===== config.mk =====
export PLATFORM = sky130hd
export DESIGN_NAME = m3_speedramp
export DESIGN_NICKNAME = d
export VERILOG_FILES = /design/src/rtl/m3_speedramp.sv
export SDC_FILE = /design/constraint.sdc
export NUM_CORES = 1
export LEC_CHECK = 0
export ABC_AREA = 0
export CAP_MARGIN = 20
export CELL_PAD_IN_SITES_DETAIL_PLACEMENT = 1
export CELL_PAD_IN_SITES_GLOBAL_PLACEMENT = 1
export CORE_MARGIN = 5
export CORE_UTILIZATION = 35
export DETAILED_ROUTE_END_ITERATION = 10
export HOLD_SLACK_MARGIN = 0.06
export PLACE_DENSITY_LB_ADDON = 0.3
export SLEW_MARGIN = 20
export SYNTH_ARGS = -nofsm -noshare
export SYNTH_HDL_FRONTEND = slang
export SYNTH_SLANG_ARGS = --single-unit

===== constraint.sdc =====
create_clock -name clkI -period 12.9 [get_ports clkI]
set_input_delay 1.935 -clock clkI [delete_from_list [all_inputs] [get_ports clkI]]
set_output_delay 1.935 -clock clkI [all_outputs]
set_load 0.01 [all_outputs]

===== src/rtl/m3_speedramp.sv =====
// Speed ramp stage ahead of the step calculator: turns speed commands and
// start/stop requests into a ramped per-slice period length.
module m3_speedramp #(
  parameter int unsigned LEN_MIN    = 1000,
  parameter int unsigned LEN_START  = 20000,
  parameter int unsigned LEN_MAX    = 40000,
  parameter int unsigned STEP_DELTA = 1000,
  parameter int unsigned RAMP_STEP  = 500
) (
  input  logic        clkI,
  input  logic        nRstI,
  input  logic        m3startI,
  input  logic        m3forceStopI,
  input  logic        m3speedINCi,
  input  logic        m3speedDECi,
  input  logic        nextCalc_1i,
  output logic [31:0] dstRoundLenO,
  output logic [31:0] targetLenO,
  output logic        m3startO,
  output logic        atSpeedO,
  output logic        stoppingO
);

  localparam int unsigned LW = 32;

  localparam logic [LW-1:0] C_MIN   = LW'(LEN_MIN);
  localparam logic [LW-1:0] C_START = LW'(LEN_START);
  localparam logic [LW-1:0] C_MAX   = LW'(LEN_MAX);
  localparam logic [LW-1:0] C_DELTA = LW'(STEP_DELTA);
  localparam logic [LW-1:0] C_RAMP  = LW'(RAMP_STEP);

  typedef enum logic [1:0] {
    ST_IDLE = 2'd0,
    ST_RUN  = 2'd1,
    ST_STOP = 2'd2
  } state_t;

  state_t        r_state;
  state_t        w_state_nxt;
  logic [LW-1:0] r_len;
  logic [LW-1:0] r_tgt;
  logic [LW-1:0] w_len_nxt;
  logic [LW-1:0] w_tgt_nxt;
  logic [LW-1:0] w_ramp_dst;
  logic [LW-1:0] w_ramp_len;
  logic          r_start;
  logic          r_at_speed;
  logic          r_stopping;
  logic          w_start_nxt;
  logic          w_at_speed_nxt;
  logic          w_stopping_nxt;
  logic          r_inc_prev;
  logic          r_dec_prev;
  logic          w_inc_rise;
  logic          w_dec_rise;

  assign w_inc_rise = m3speedINCi & ~r_inc_prev;
  assign w_dec_rise = m3speedDECi & ~r_dec_prev;

  // Commanded target: one bounded step per isolated rise, frozen while stopping
  always_comb begin
    w_tgt_nxt = r_tgt;
    if (r_state != ST_STOP) begin
      if (w_inc_rise && !w_dec_rise) begin
        w_tgt_nxt = ((r_tgt - C_MIN) >= C_DELTA) ? (r_tgt - C_DELTA) : C_MIN;
      end else if (w_dec_rise && !w_inc_rise) begin
        w_tgt_nxt = ((C_MAX - r_tgt) >= C_DELTA) ? (r_tgt + C_DELTA) : C_MAX;
      end
    end
  end

  // One ramp step toward the running target, or toward the start length when stopping
  always_comb begin
    w_ramp_dst = ((r_state == ST_RUN) && !m3forceStopI) ? r_tgt : C_START;
    w_ramp_len = r_len;
    if (r_len > w_ramp_dst) begin
      w_ramp_len = ((r_len - w_ramp_dst) >= C_RAMP) ? (r_len - C_RAMP) : w_ramp_dst;
    end else if (r_len < w_ramp_dst) begin
      w_ramp_len = ((w_ramp_dst - r_len) >= C_RAMP) ? (r_len + C_RAMP) : w_ramp_dst;
    end
  end

  // Next-state and next-output logic
  always_comb begin
    w_state_nxt = r_state;
    w_len_nxt   = r_len;
    w_start_nxt = r_start;
    unique case (r_state)
      ST_IDLE: begin
        w_len_nxt   = C_START;
        w_start_nxt = 1'b0;
        if (m3startI && !m3forceStopI) begin
          w_state_nxt = ST_RUN;
          w_start_nxt = 1'b1;
        end
      end
      ST_RUN: begin
        w_start_nxt = 1'b1;
        if (!m3startI) begin
          w_state_nxt = ST_IDLE;
          w_len_nxt   = C_START;
          w_start_nxt = 1'b0;
        end else begin
          if (m3forceStopI) w_state_nxt = ST_STOP;
          if (nextCalc_1i)  w_len_nxt   = w_ramp_len;
        end
      end
      ST_STOP: begin
        w_start_nxt = 1'b1;
        if (!m3startI || (r_len == C_START)) begin
          w_state_nxt = ST_IDLE;
          w_len_nxt   = C_START;
          w_start_nxt = 1'b0;
        end else if (nextCalc_1i) begin
          w_len_nxt = w_ramp_len;
        end
      end
      default: begin
        w_state_nxt = ST_IDLE;
        w_len_nxt   = C_START;
        w_start_nxt = 1'b0;
      end
    endcase
    w_at_speed_nxt = (w_state_nxt == ST_RUN) && (w_len_nxt == w_tgt_nxt);
    w_stopping_nxt = (w_state_nxt == ST_STOP);
  end

  always_ff @(posedge clkI) begin
    if (!nRstI) begin
      r_state    <= ST_IDLE;
      r_len      <= C_START;
      r_tgt      <= C_START;
      r_start    <= 1'b0;
      r_at_speed <= 1'b0;
      r_stopping <= 1'b0;
      r_inc_prev <= 1'b0;
      r_dec_prev <= 1'b0;
    end else begin
      r_state    <= w_state_nxt;
      r_len      <= w_len_nxt;
      r_tgt      <= w_tgt_nxt;
      r_start    <= w_start_nxt;
      r_at_speed <= w_at_speed_nxt;
      r_stopping <= w_stopping_nxt;
      r_inc_prev <= m3speedINCi;
      r_dec_prev <= m3speedDECi;
    end
  end

  assign dstRoundLenO = r_len;
  assign targetLenO   = r_tgt;
  assign m3startO     = r_start;
  assign atSpeedO     = r_at_speed;
  assign stoppingO    = r_stopping;

endmodule


==> results.rst <==
.. list-table::
   :header-rows: 1

   * - Metric
     - Value
   * - Critical path endpoint category
     - flop
   * - Final setup violating endpoints
     - 0
   * - Cell types occupying the most area after synthesis
     - sky130_fd_sc_hd__dfxtp_1 11%, sky130_fd_sc_hd__ha_1 6.5%, sky130_fd_sc_hd__a21oi_1 6.3%
   * - Final antenna-violating net count
     - 0
   * - Placeable Area
     - 0.0364 mm²
   * - Hold slack final
     - 0.656 ns
   * - Die outline area
     - 0.0407 mm²
   * - Async set or reset register ratio after synthesis
     - 0
   * - CTS max path bufs
     - 2
   * - Metal2 WL
     - 31100 µm
   * - Placed wire-length estimate after detailed placement
     - 52400 µm
   * - Top layer used by detailed routing
     - met4
   * - Port Buf Inserts
     - 73
   * - Cell type with the highest aggregate area in the netlist
     - sky130_fd_sc_hd__dfxtp_1
   * - CP Launch Type
     - input port
   * - Worst flop-to-flop path endpoint
     - atSpeedO
   * - Worst setup path start
     - m3forceStopI
   * - Drt drc
     - 0
   * - Net count reported at finish
     - 2001
   * - Area delta synth->final
     - 9.06%
   * - Data required time at the worst endpoint
     - 13.19 ns
   * - FF+latch count, synth
     - 71
   * - Number of distinct library cells after synthesis
     - 95
   * - Clock edge transition at the registers on the reported setup and hold paths
     - 0.06 ns
   * - TritonCTS clock tree
     - done
   * - Footprint of the multi-input gates
     - 0.0105 mm²
   * - Setup clock skew after layout
     - 0.00944 ns
   * - Post-layout util
     - 0.385
   * - # IOs
     - 74
   * - H-Tree Depth
     - 3
   * - Postcts setup bufs
     - 0
   * - Critical path endpoint
     - atSpeedO
   * - Count of clock tree sinks
     - 71
   * - Final worst path period need
     - 9.62 ns
   * - Final Hold Fails
     - 0
   * - Cell area after technology mapping
     - 0.0129 mm²
   * - Maximum vdd drop
     - 0.0439 mV
   * - Final routed wire length divided by cell count
     - 27.9 µm
   * - Measured slew at the worst slew-check pin
     - 1.19 ns
   * - Sequential cell area fraction in the yosys report
     - 0.110
   * - Yosys top cell area share
     - 0.110
   * - Residual overflow from global routing
     - 0
   * - Worst reg2reg path depth
     - 23
   * - Fraction of layout instances using a drive strength above 1
     - 0.0472
   * - Data arrival time of the worst path
     - 9.91 ns
   * - Area occupied by registers
     - 0.00142 mm²
   * - Main synth FF type
     - sky130_fd_sc_hd__dfxtp_1
   * - RSZ-0062 raised after global routing
     - false
   * - GP Congestion
     - 1.05
   * - MaxCap Viol Count
     - 0
   * - Overall track demand over capacity in global routing
     - 0.309
   * - Net count of the mapped netlist
     - 2041
   * - Number of enable-type register cells in the synthesized netlist
     - 0
   * - Leak pwr
     - 0.00539 µW
   * - First drt pass iteration count
     - 6
   * - Relative slew slack
     - 0.200
   * - Std cell rows
     - 70
   * - Die Y
     - 202 µm
   * - Sum of negative setup slack
     - 0 ns
   * - Later-pin clock latency in the skew report
     - 0.35 ns
   * - Initial detailed-routing violation count
     - 1764
   * - Hold buffer count at CTS
     - 0
   * - Number of buffers created by CTS
     - 9
   * - Maximum operating frequency
     - 104 MHz
   * - Critical-path maximum fanout
     - 43
   * - Met1 layer wirelength in the final routing
     - 27300 µm
   * - Number of filler cells placed in the layout
     - 4729
   * - Wire length reported by the detailed router
     - 66800 µm
   * - Power per Cell Area
     - 74.0 mW/mm²
   * - First-pass GRT wire length
     - 100000 µm
   * - Hold path startpoint
     - dstRoundLenO[31]
   * - Diode insertion count for antenna repair
     - 0
   * - Number of warning messages in the yosys log
     - 0
   * - Post-DR vias/cell
     - 6.86
   * - Min-delay worst type
     - flop to flop
   * - Register-to-register setup slack
     - 4.55 ns
   * - Final clock period utilization by the worst path
     - 0.746
   * - Instance count of the mapped netlist
     - 1966
   * - Result of the run
     - completed
   * - Number of antenna violations at the first check in global routing
     - 0
   * - Starting density of the core
     - 0.353
   * - CTS Root Cell
     - sky130_fd_sc_hd__clkbuf_16
   * - Max Transition Viols Final
     - 0
   * - Number of global-route vias before repair
     - 16311
   * - Worst Setup Path Type
     - input port to flop
   * - Largest net degree at the start of global routing
     - 53
   * - Met3 Routed Length
     - 4010 µm
   * - Mean instance size in the synthesized netlist
     - 6.54 µm²
   * - Routed via count
     - 16439
   * - Reg2reg start
     - r_state[1]
   * - PostCTS Resize Cnt
     - 0
   * - Horizontal die dimension
     - 202 µm
[metal layers]
metal | up-vias | GRT usage
met2 | 795 | 0.519
met5 | - | 0
li1 | 7258 | -
met3 | 232 | 0.0227
met1 | 8154 | 0.390
met4 | 0 | 0.181
[worst min path at each step]
stage,endpoint,slack [ns],cells after the start
after detailed placement,dstRoundLenO[31],0.65,2
final,dstRoundLenO[31],0.66,2
after global routing,dstRoundLenO[31],0.71,2
after CTS,dstRoundLenO[31],0.66,2
after floorplan,dstRoundLenO[31],0.58,2
after global placement,dstRoundLenO[31],0.65,2
[through the flow]
stage / setup WS, ns / power (µW) / instances / area (µm²)
CTS: 3.58 / 1020 / 2398 / 14000
floorplan: 5.57 / 594 / 1966 / 12900
global placement: 3.35 / 776 / 2383 / 13800
global route: 3.06 / 1070 / 2398 / 14000
detailed placement: 3.27 / 782 / 2383 / 13800
finish: 3.28 / 1040 / 2398 / 14000
[power breakdown]
part | total, µW | leakage (µW) | internal, µW | switching (µW)
combinational | 553 | 0.00468 | 182 | 371
clock | 235 | 0.000131 | 133 | 102
sequential | 250 | 0.000575 | 226 | 24.7
total | 1040 | 0.00539 | 541 | 497
[critical path, stage by stage]
cell and delay (ns):
sky130_fd_sc_hd__clkdlybuf4s50_1 0.57, sky130_fd_sc_hd__nor2b_2 0.18, sky130_fd_sc_hd__buf_4 0.46, sky130_fd_sc_hd__nand2_1 0.23, sky130_fd_sc_hd__ha_1 0.63, sky130_fd_sc_hd__nand3b_1 0.27
sky130_fd_sc_hd__or3_1 0.37, sky130_fd_sc_hd__a31oi_1 0.44, sky130_fd_sc_hd__o31ai_1 0.17, sky130_fd_sc_hd__mux2i_1 0.15, sky130_fd_sc_hd__a211oi_1 0.34, sky130_fd_sc_hd__o211ai_1 0.13
sky130_fd_sc_hd__or4_1 0.87, sky130_fd_sc_hd__or2_1 0.35, sky130_fd_sc_hd__buf_4 0.30, sky130_fd_sc_hd__o21ai_1 0.86, sky130_fd_sc_hd__a221oi_1 0.37, sky130_fd_sc_hd__o21ai_0 0.25
sky130_fd_sc_hd__o211ai_1 0.20, sky130_fd_sc_hd__nor4_1 0.38, sky130_fd_sc_hd__nand4_1 0.14, sky130_fd_sc_hd__and4b_1 0.27
[layout by cell type (no fill, tap or decap), types with 17 or more instances in the layout]
cell type,instances
sky130_fd_sc_hd__and3_1,21
sky130_fd_sc_hd__dfxtp_1,71
sky130_fd_sc_hd__a21o_1,17
sky130_fd_sc_hd__buf_4,24
sky130_fd_sc_hd__a211oi_1,26
sky130_fd_sc_hd__or3_1,22
sky130_fd_sc_hd__inv_1,88
sky130_fd_sc_hd__nor3_1,85
sky130_fd_sc_hd__ha_1,67
sky130_fd_sc_hd__nand2b_1,28
sky130_fd_sc_hd__and2_1,22
sky130_fd_sc_hd__clkdlybuf4s50_1,73
sky130_fd_sc_hd__nand2_1,208
sky130_fd_sc_hd__nand4_1,43
sky130_fd_sc_hd__nor2_1,191
sky130_fd_sc_hd__a21oi_1,161
sky130_fd_sc_hd__nor2b_1,19
sky130_fd_sc_hd__o21a_1,19
sky130_fd_sc_hd__o211ai_1,26
sky130_fd_sc_hd__nor4_1,38
sky130_fd_sc_hd__o21ai_0,114
sky130_fd_sc_hd__xnor2_1,71
sky130_fd_sc_hd__o22ai_1,19
sky130_fd_sc_hd__nand3_1,60
sky130_fd_sc_hd__a31oi_1,35
sky130_fd_sc_hd__mux2i_1,29
[sequential cells by signal, summed over array words and instances, names as in the netlist]
name	count
m3startO	1
r_dec_prev	1
dstRoundLenO	32
r_state	2
targetLenO	32
atSpeedO	1
r_inc_prev	1
stoppingO	1
[synthesized netlist by cell type (all sizes together) (13+ instances only)]
| cell | n |
|---|---|
| nand2 | 208 |
| nor2 | 192 |
| a21oi | 162 |
| o21ai | 123 |
| clkbuf | 118 |
| inv | 88 |
| nor3 | 86 |
| dfxtp | 71 |
| xnor2 | 71 |
| ha | 67 |
| nand3 | 60 |
| nand4 | 43 |
| nor4 | 40 |
| a31oi | 36 |
| buf | 30 |
| mux2i | 29 |
| a211oi | 28 |
| nand2b | 28 |
| o211ai | 27 |
| or3 | 23 |
| and2 | 22 |
| and3 | 22 |
| nor2b | 20 |
| o21a | 19 |
| o22ai | 19 |
| a21o | 17 |
| a221oi | 16 |
| and4 | 15 |
| o31ai | 15 |
| or2 | 15 |
| a22oi | 14 |
| a211o | 13 |
[cell families after synthesis]
kind of cell    Yosys count  synth area share
compound gates          636             0.335
simple gates            839             0.334
flops                    71             0.110
mux                      32            0.0252
xor+xnor                 81            0.0552
buf+inv                 239            0.0736
fa+ha+maj                68            0.0667
[cell type report]
class	count	share of cell area
multi-input combinational	1656	0.749
clock buffer	11	0.0173
sequential	71	0.101
timing repair buffer	97	0.0649
clock inverter	4	0.00161
inverter	91	0.0243
tap	468	0.0417
(Power assumes the default switching activity.)
